--- src/rtl/ram_ff_pkg.sv ---
// Shared definitions for the multi-port flip-flop RAM: reset-mode enum,
// port-count limits, parameter sanity predicate and write-port priority select.
package ram_ff_pkg;

  localparam int MAX_WR   = 4;
  localparam int MAX_RD   = 8;
  localparam int WR_IDX_W = 2;

  typedef enum logic {
    RST_CLEAR = 1'b0,
    RST_NONE  = 1'b1
  } rst_mode_e;

  // True when every parameter lies inside the range the array supports.
  function automatic bit params_ok(
    input int datawidth,
    input int addrwidth,
    input int depth,
    input int num_wr,
    input int num_rd,
    input int rst_mode,
    input int rd_reg,
    input int bypass
  );
    bit ok;
    ok = 1'b1;
    if (datawidth < 1)                            ok = 1'b0;
    if (addrwidth < 1 || addrwidth > 16)          ok = 1'b0;
    if (depth < 2 || depth > (1 << addrwidth))    ok = 1'b0;
    if (num_wr < 1 || num_wr > MAX_WR)            ok = 1'b0;
    if (num_rd < 1 || num_rd > MAX_RD)            ok = 1'b0;
    if (rst_mode != int'(RST_CLEAR) && rst_mode != int'(RST_NONE)) ok = 1'b0;
    if (rd_reg != 0 && rd_reg != 1)               ok = 1'b0;
    if (bypass != 0 && bypass != 1)               ok = 1'b0;
    return ok;
  endfunction

  // Lowest-indexed set bit wins; returns 0 when nothing is set.
  function automatic logic [WR_IDX_W-1:0] first_winner(input logic [MAX_WR-1:0] hits);
    logic [WR_IDX_W-1:0] idx;
    idx = '0;
    for (int p = MAX_WR - 1; p >= 0; p--) begin
      if (hits[p]) idx = WR_IDX_W'(p);
    end
    return idx;
  endfunction

endpackage

--- src/rtl/ram_ff_wr_arb.sv ---
// Per-word write arbitration: decides which write port (if any) updates each
// word this cycle and flags cycles where several enabled ports hit one word.
module ram_ff_wr_arb
  import ram_ff_pkg::*;
#(
  parameter int ADDRWIDTH = 3,
  parameter int DEPTH     = 1 << ADDRWIDTH,
  parameter int NUM_WR    = 2
) (
  input  logic [NUM_WR-1:0]                en_w_n,
  input  logic [NUM_WR-1:0][ADDRWIDTH-1:0] addr_w,
  output logic [DEPTH-1:0]                 word_we,
  output logic [DEPTH-1:0][WR_IDX_W-1:0]   word_sel,
  output logic                             collision
);

  logic [DEPTH-1:0][MAX_WR-1:0] word_hits;

  // Which enabled ports address each in-range word; unused port slots stay 0.
  always_comb begin
    word_hits = '0;
    for (int w = 0; w < DEPTH; w++) begin
      for (int p = 0; p < NUM_WR; p++) begin
        if (!en_w_n[p] && (addr_w[p] == ADDRWIDTH'(w))) begin
          word_hits[w][p] = 1'b1;
        end
      end
    end
  end

  // Enable, winning port and multi-hit detection per word.
  always_comb begin
    word_we   = '0;
    word_sel  = '0;
    collision = 1'b0;
    for (int w = 0; w < DEPTH; w++) begin
      word_we[w]  = |word_hits[w];
      word_sel[w] = first_winner(word_hits[w]);
      if (|(word_hits[w] & (word_hits[w] - MAX_WR'(1)))) begin
        collision = 1'b1;
      end
    end
  end

endmodule

--- src/rtl/ram_ff_mp.sv ---
// Multi-port flip-flop RAM: NUM_WR write ports and NUM_RD read ports over a
// DEPTH x DATAWIDTH register array, with optional array reset, registered
// read, read-during-write bypass, and registered collision / address flags.
module ram_ff_mp
  import ram_ff_pkg::*;
#(
  parameter int DATAWIDTH = 8,
  parameter int ADDRWIDTH = 3,
  parameter int DEPTH     = 1 << ADDRWIDTH,
  parameter int NUM_WR    = 2,
  parameter int NUM_RD    = 2,
  parameter int RST_MODE  = 0,
  parameter int RD_REG    = 0,
  parameter int BYPASS    = 0
) (
  input  logic                             clk,
  input  logic                             rst_n,
  input  logic [NUM_WR-1:0]                en_w_n,
  input  logic [NUM_WR-1:0][ADDRWIDTH-1:0] addr_w,
  input  logic [NUM_WR-1:0][DATAWIDTH-1:0] data_w,
  input  logic [NUM_RD-1:0]                en_r_n,
  input  logic [NUM_RD-1:0][ADDRWIDTH-1:0] addr_r,
  output logic [NUM_RD-1:0][DATAWIDTH-1:0] data_r,
  output logic                             wr_collision,
  output logic                             addr_err
);

  if (!params_ok(DATAWIDTH, ADDRWIDTH, DEPTH, NUM_WR, NUM_RD, RST_MODE, RD_REG, BYPASS)) begin : g_param_err
    $error("ram_ff_mp: parameter out of supported range");
  end

  logic [DATAWIDTH-1:0]                 mem [DEPTH];
  logic [DEPTH-1:0]                     word_we;
  logic [DEPTH-1:0][WR_IDX_W-1:0]       word_sel;
  logic [DEPTH-1:0][DATAWIDTH-1:0]      word_data;
  logic [NUM_RD-1:0][DATAWIDTH-1:0]     rd_val;
  logic                                 collision_d;
  logic                                 addr_err_d;

  function automatic logic in_range(input logic [ADDRWIDTH-1:0] a);
    return {1'b0, a} < (ADDRWIDTH + 1)'(DEPTH);
  endfunction

  ram_ff_wr_arb #(
    .ADDRWIDTH (ADDRWIDTH),
    .DEPTH     (DEPTH),
    .NUM_WR    (NUM_WR)
  ) u_wr_arb (
    .en_w_n    (en_w_n),
    .addr_w    (addr_w),
    .word_we   (word_we),
    .word_sel  (word_sel),
    .collision (collision_d)
  );

  // Route the winning port's data to each word; shared by the array and bypass.
  always_comb begin
    word_data = '0;
    for (int w = 0; w < DEPTH; w++) begin
      for (int p = 0; p < NUM_WR; p++) begin
        if (word_sel[w] == WR_IDX_W'(p)) begin
          word_data[w] = data_w[p];
        end
      end
    end
  end

  // Any enabled write or read port addressing beyond the array.
  always_comb begin
    addr_err_d = 1'b0;
    for (int p = 0; p < NUM_WR; p++) begin
      if (!en_w_n[p] && !in_range(addr_w[p])) addr_err_d = 1'b1;
    end
    for (int i = 0; i < NUM_RD; i++) begin
      if (!en_r_n[i] && !in_range(addr_r[i])) addr_err_d = 1'b1;
    end
  end

  // Read mux per port: out-of-range and disabled ports yield 0; bypass picks
  // the word being written this cycle, but only while out of reset so a
  // gated write never leaks through.
  always_comb begin
    rd_val = '0;
    for (int i = 0; i < NUM_RD; i++) begin
      if (!en_r_n[i]) begin
        for (int w = 0; w < DEPTH; w++) begin
          if (addr_r[i] == ADDRWIDTH'(w)) begin
            if ((BYPASS != 0) && rst_n && word_we[w]) begin
              rd_val[i] = word_data[w];
            end else begin
              rd_val[i] = mem[w];
            end
          end
        end
      end
    end
  end

  if (RST_MODE == int'(RST_CLEAR)) begin : g_mem_clear
    // Array cleared asynchronously on reset, then written by the winning ports.
    always_ff @(posedge clk or negedge rst_n) begin
      if (!rst_n) begin
        for (int w = 0; w < DEPTH; w++) mem[w] <= '0;
      end else begin
        for (int w = 0; w < DEPTH; w++) begin
          if (word_we[w]) mem[w] <= word_data[w];
        end
      end
    end
  end else begin : g_mem_noreset
    // Array without reset; writes are still dropped while reset is held.
    always_ff @(posedge clk) begin
      for (int w = 0; w < DEPTH; w++) begin
        if (rst_n && word_we[w]) mem[w] <= word_data[w];
      end
    end
  end

  if (RD_REG != 0) begin : g_rd_reg
    // Registered read: enabled ports load at the edge, disabled ports hold.
    always_ff @(posedge clk or negedge rst_n) begin
      if (!rst_n) begin
        data_r <= '0;
      end else begin
        for (int i = 0; i < NUM_RD; i++) begin
          if (!en_r_n[i]) data_r[i] <= rd_val[i];
        end
      end
    end
  end else begin : g_rd_comb
    // Combinational read straight from the mux.
    always_comb begin
      data_r = rd_val;
    end
  end

  // One-cycle status pulses for the previous cycle's collisions and bad addresses.
  always_ff @(posedge clk or negedge rst_n) begin
    if (!rst_n) begin
      wr_collision <= 1'b0;
      addr_err     <= 1'b0;
    end else begin
      wr_collision <= collision_d;
      addr_err     <= addr_err_d;
    end
  end

endmodule

--- config.mk ---
export PLATFORM = sky130hd
export DESIGN_NAME = ram_ff_mp
export DESIGN_NICKNAME = d
export VERILOG_FILES = /design/src/rtl/ram_ff_pkg.sv /design/src/rtl/ram_ff_wr_arb.sv /design/src/rtl/ram_ff_mp.sv
export SDC_FILE = /design/constraint.sdc
export NUM_CORES = 1
export LEC_CHECK = 0
export ABC_CLOCK_PERIOD_IN_PS = 2500
export CAP_MARGIN = 0
export CORE_MARGIN = 3
export CORE_UTILIZATION = 40
export CTS_BUF_LIST = sky130_fd_sc_hd__clkbuf_16
export DETAILED_ROUTE_END_ITERATION = 6
export DONT_BUFFER_PORTS = 1
export SETUP_SLACK_MARGIN = 0.15
export SLEW_MARGIN = 20
export SYNTH_ARGS = -nofsm -noshare
export SYNTH_HDL_FRONTEND = slang
export SYNTH_SLANG_ARGS = --single-unit
--- constraint.sdc ---
create_clock -name clk -period 2.5 [get_ports clk]
set_clock_uncertainty 0.15 [all_clocks]
set_input_delay 0.5 -clock clk [delete_from_list [all_inputs] [get_ports clk]]
set_output_delay 0.5 -clock clk [all_outputs]
set_load 0.02 [all_outputs]
==> results.toml <==
[synthesis]
syn-num-nets = 543
synthDistinctLibCells = 41
syn_area_per_cell_um2 = 9.243
synth_cells = 509
ys_ff_latch = 65
ys_seq_area_share_pct = 34.57
synth_area_um2 = 4705
yosysWarnings = 0

[clock_tree]
clk_pin_slew_ps = 50
cts_made_buffers = 9
cts-root-buf = "clkbuf_16"
insertion_delay_ps = 330
cts.sinks = 65
clk_path_buf_depth = 2
cts_tree = "built"
htreeDepth = 3

[cells_and_area]
final_nets = 542
most-common-layout-cells = "77 x mux2i_1, 65 x dfrtp_1, 60 x nand2_1"
fill_cells = 995
antennaDiodeCount = 0
layout_commonest_cell = "mux2i_1"
multiInputGateArea_um2 = 3138
seqCellArea_um2 = 1627
drive_above_1_share_pct = 27.34
final_util_pct = 49.81
area_growth_pct = 18.30

[timing]
finalCritPeriodShare_pct = 102.3
tightestPinTransition_ps = 680.6
drv_slew = 0
rsz0062_at_grt = "yes"
hold_violations = 0
finalWorstSetupSlack_ps = -56.45
fin_crit_ps = 2556
max_freq_ghz = 0.3912
fin_tns_setup_ps = -173.9
maxSlewHeadroom_pct = 54.58
finalSetupViolCount = 6

[setup_path]
end_kind = "output port"
cp_top_family = "compound AO/OA/AOI/OAI gates"
critPathBufInv = 2
r2r-start = "mem[43]"
worstPathRequired_ps = 1850
max_stage_delay_ps = 400
cpMaxStageDelayCell = "dfrtp_1"
worst_setup_path_start_kind = "register"
cp_max_fo = 3
worstPathCellList = "buf_4 -> and4b_1 -> nor4_2 -> o21ai_0 -> a22oi_2 -> a211oi_2 -> buf_4"
setup.worst_path.start = "mem[33]"
arrival_ps = 1910
worstSetupPathType = "register to output port"
cpMostUsedCell = "buf_4"

[detailed_routing]
drt-total-wl_um = 14930
drt-initial-drc-count = 386
antenna_left = 0
detail_route.vias_per_cell = 6.207
drt-pass1-iter-count = 5
wire_per_inst_um = 22.89
drc = 0
vias = 4047

[placement]
gp_congestion = 0.9012
dp_slack_ps = -127.8
dp_hpwl_um = 9926
io_buffers = 0

[global_route]
gr-total-overflow = 0
grt_use_total_pct = 23.43
antenna_found_initial = 0
grt_max_degree = 66
grt_pass1_vias = 4088
grt_pass1_wl_um = 23450

[power_and_ir_drop]
leakage_nw = 2.171
peakVddDrop_uv = 447.2
p_per_area_nw_per_um2 = 633.9

[run_status]
violations = "setup timing"
outcome = "finished with violations"

[floorplanning]
io_pins = 52
core_area_um2 = 11170
die_h_um = 114.5
rows = 38
initial_core_util_pct = 42.11
die_area_um2 = 13100
die_x_um = 114.5

[job]
drv_cap = 0

[worst_hold_path]
hold_class = "input pin to register"
hp-start = "data_w[7]"
## final timing paths
check / endpoint / slack, ps / cells after the start
hold / removal: mem[63] / 130 / 2
setup / recovery: data_r[1] / -60 / 7
min in group asynchronous: mem[6] / 550 / 2
hold reg to reg: mem[38] / 430 / 2
max in group asynchronous: mem[53] / 1370 / 2
setup reg to reg: mem[43] / 1450 / 3
## flip-flops by register name, summed over array words and instances, names as in the netlist
signal and flops:
mem 64, wr_collision 1
## worst reg2reg max path, delay by kind of cell, from the launching register on
family | cells | cell delay [ps]
DFF | 1 | 400
buffers and inverters | 1 | 150
muxes | 1 | 100
AOI/OAI and AO/OA | 1 | 90
## cell families after synthesis
logic type | count (synthesis) | share of synthesized area [%]
compound gates | 122 | 16.36
buf+inv | 57 | 6.755
flops | 65 | 34.57
mux | 85 | 19.49
other cells | 1 | 0.07971
simple gates | 179 | 22.74
## synthesized netlist by cell type (all sizes together)
cell | number | area share [%]
mux2i | 77 | 16
conb | 1 | 0.080
nor2 | 46 | 4.1
nor3 | 8 | 0.85
nand2b | 7 | 0.93
or2 | 2 | 0.27
and3b | 14 | 2.6
clkbuf | 21 | 1.7
o21ai | 68 | 7.2
a22oi | 15 | 2.4
and4bb | 12 | 3.2
dfrtp | 65 | 35
nand3 | 2 | 0.21
nand2 | 60 | 4.8
o22ai | 3 | 0.40
nand4 | 1 | 0.13
nor4 | 14 | 2.9
buf | 36 | 5.1
a2111oi | 3 | 0.59
a211oi | 12 | 2.0
mux4 | 5 | 2.4
mux2 | 3 | 0.72
or2b | 1 | 0.16
a221oi | 12 | 2.8
a21oi | 9 | 0.96
and4b | 12 | 2.6
## stage by stage
stage | instance area [µm²] | cells | total power, W | hold WS [ps]
2_1_floorplan | 4770 | 509 | 0.002070 | 54.41
3_3_place_gp | 4933 | 627 | 0.002209 | 57.96
3_5_place_dp | 4933 | 627 | 0.002240 | 56.88
4_1_cts | 5418 | 648 | 0.003468 | 126.7
5_1_grt | 5565 | 652 | 0.003709 | 130.6
6_report | 5565 | 652 | 0.003528 | 128.0
## power by group
| part | total (W) | internal, W | switching (W) |
|---|---|---|---|
| registers | 0.00149 | 0.00128 | 0.000206 |
| clock network | 0.00111 | 0.000650 | 0.000462 |
| logic | 0.000929 | 0.000482 | 0.000447 |
| total | 0.00353 | 0.00241 | 0.00111 |
## layer usage
metal | track usage (%) | up-vias | wire length, µm
li1 | - | 1864 | -
met1 | 30.67 | 1997 | 6296
met2 | 38.65 | 155 | 7203
met3 | 4.651 | 31 | 1045
met4 | 7.997 | 0 | 380
met5 | 0 | - | 0
## layout make-up
cell class                 instances  area share, %
sequential                        65          29.23
timing repair buffer              45          6.677
clock inverter                     6         0.5171
tap                              140          3.147
clock buffer                       9          4.047
multi-input combinational        387          56.38
## what timing repair did
item | in CTS | in global routing
setup endpoints to repair | 14 | 15
hold buffers | 2 | 0
setup buffers | 4 | 4
hold endpoints to repair | 65 | 0
pin swaps | 40 | 25
resized for setup | 37 | 20
(Power assumes the default switching activity.)
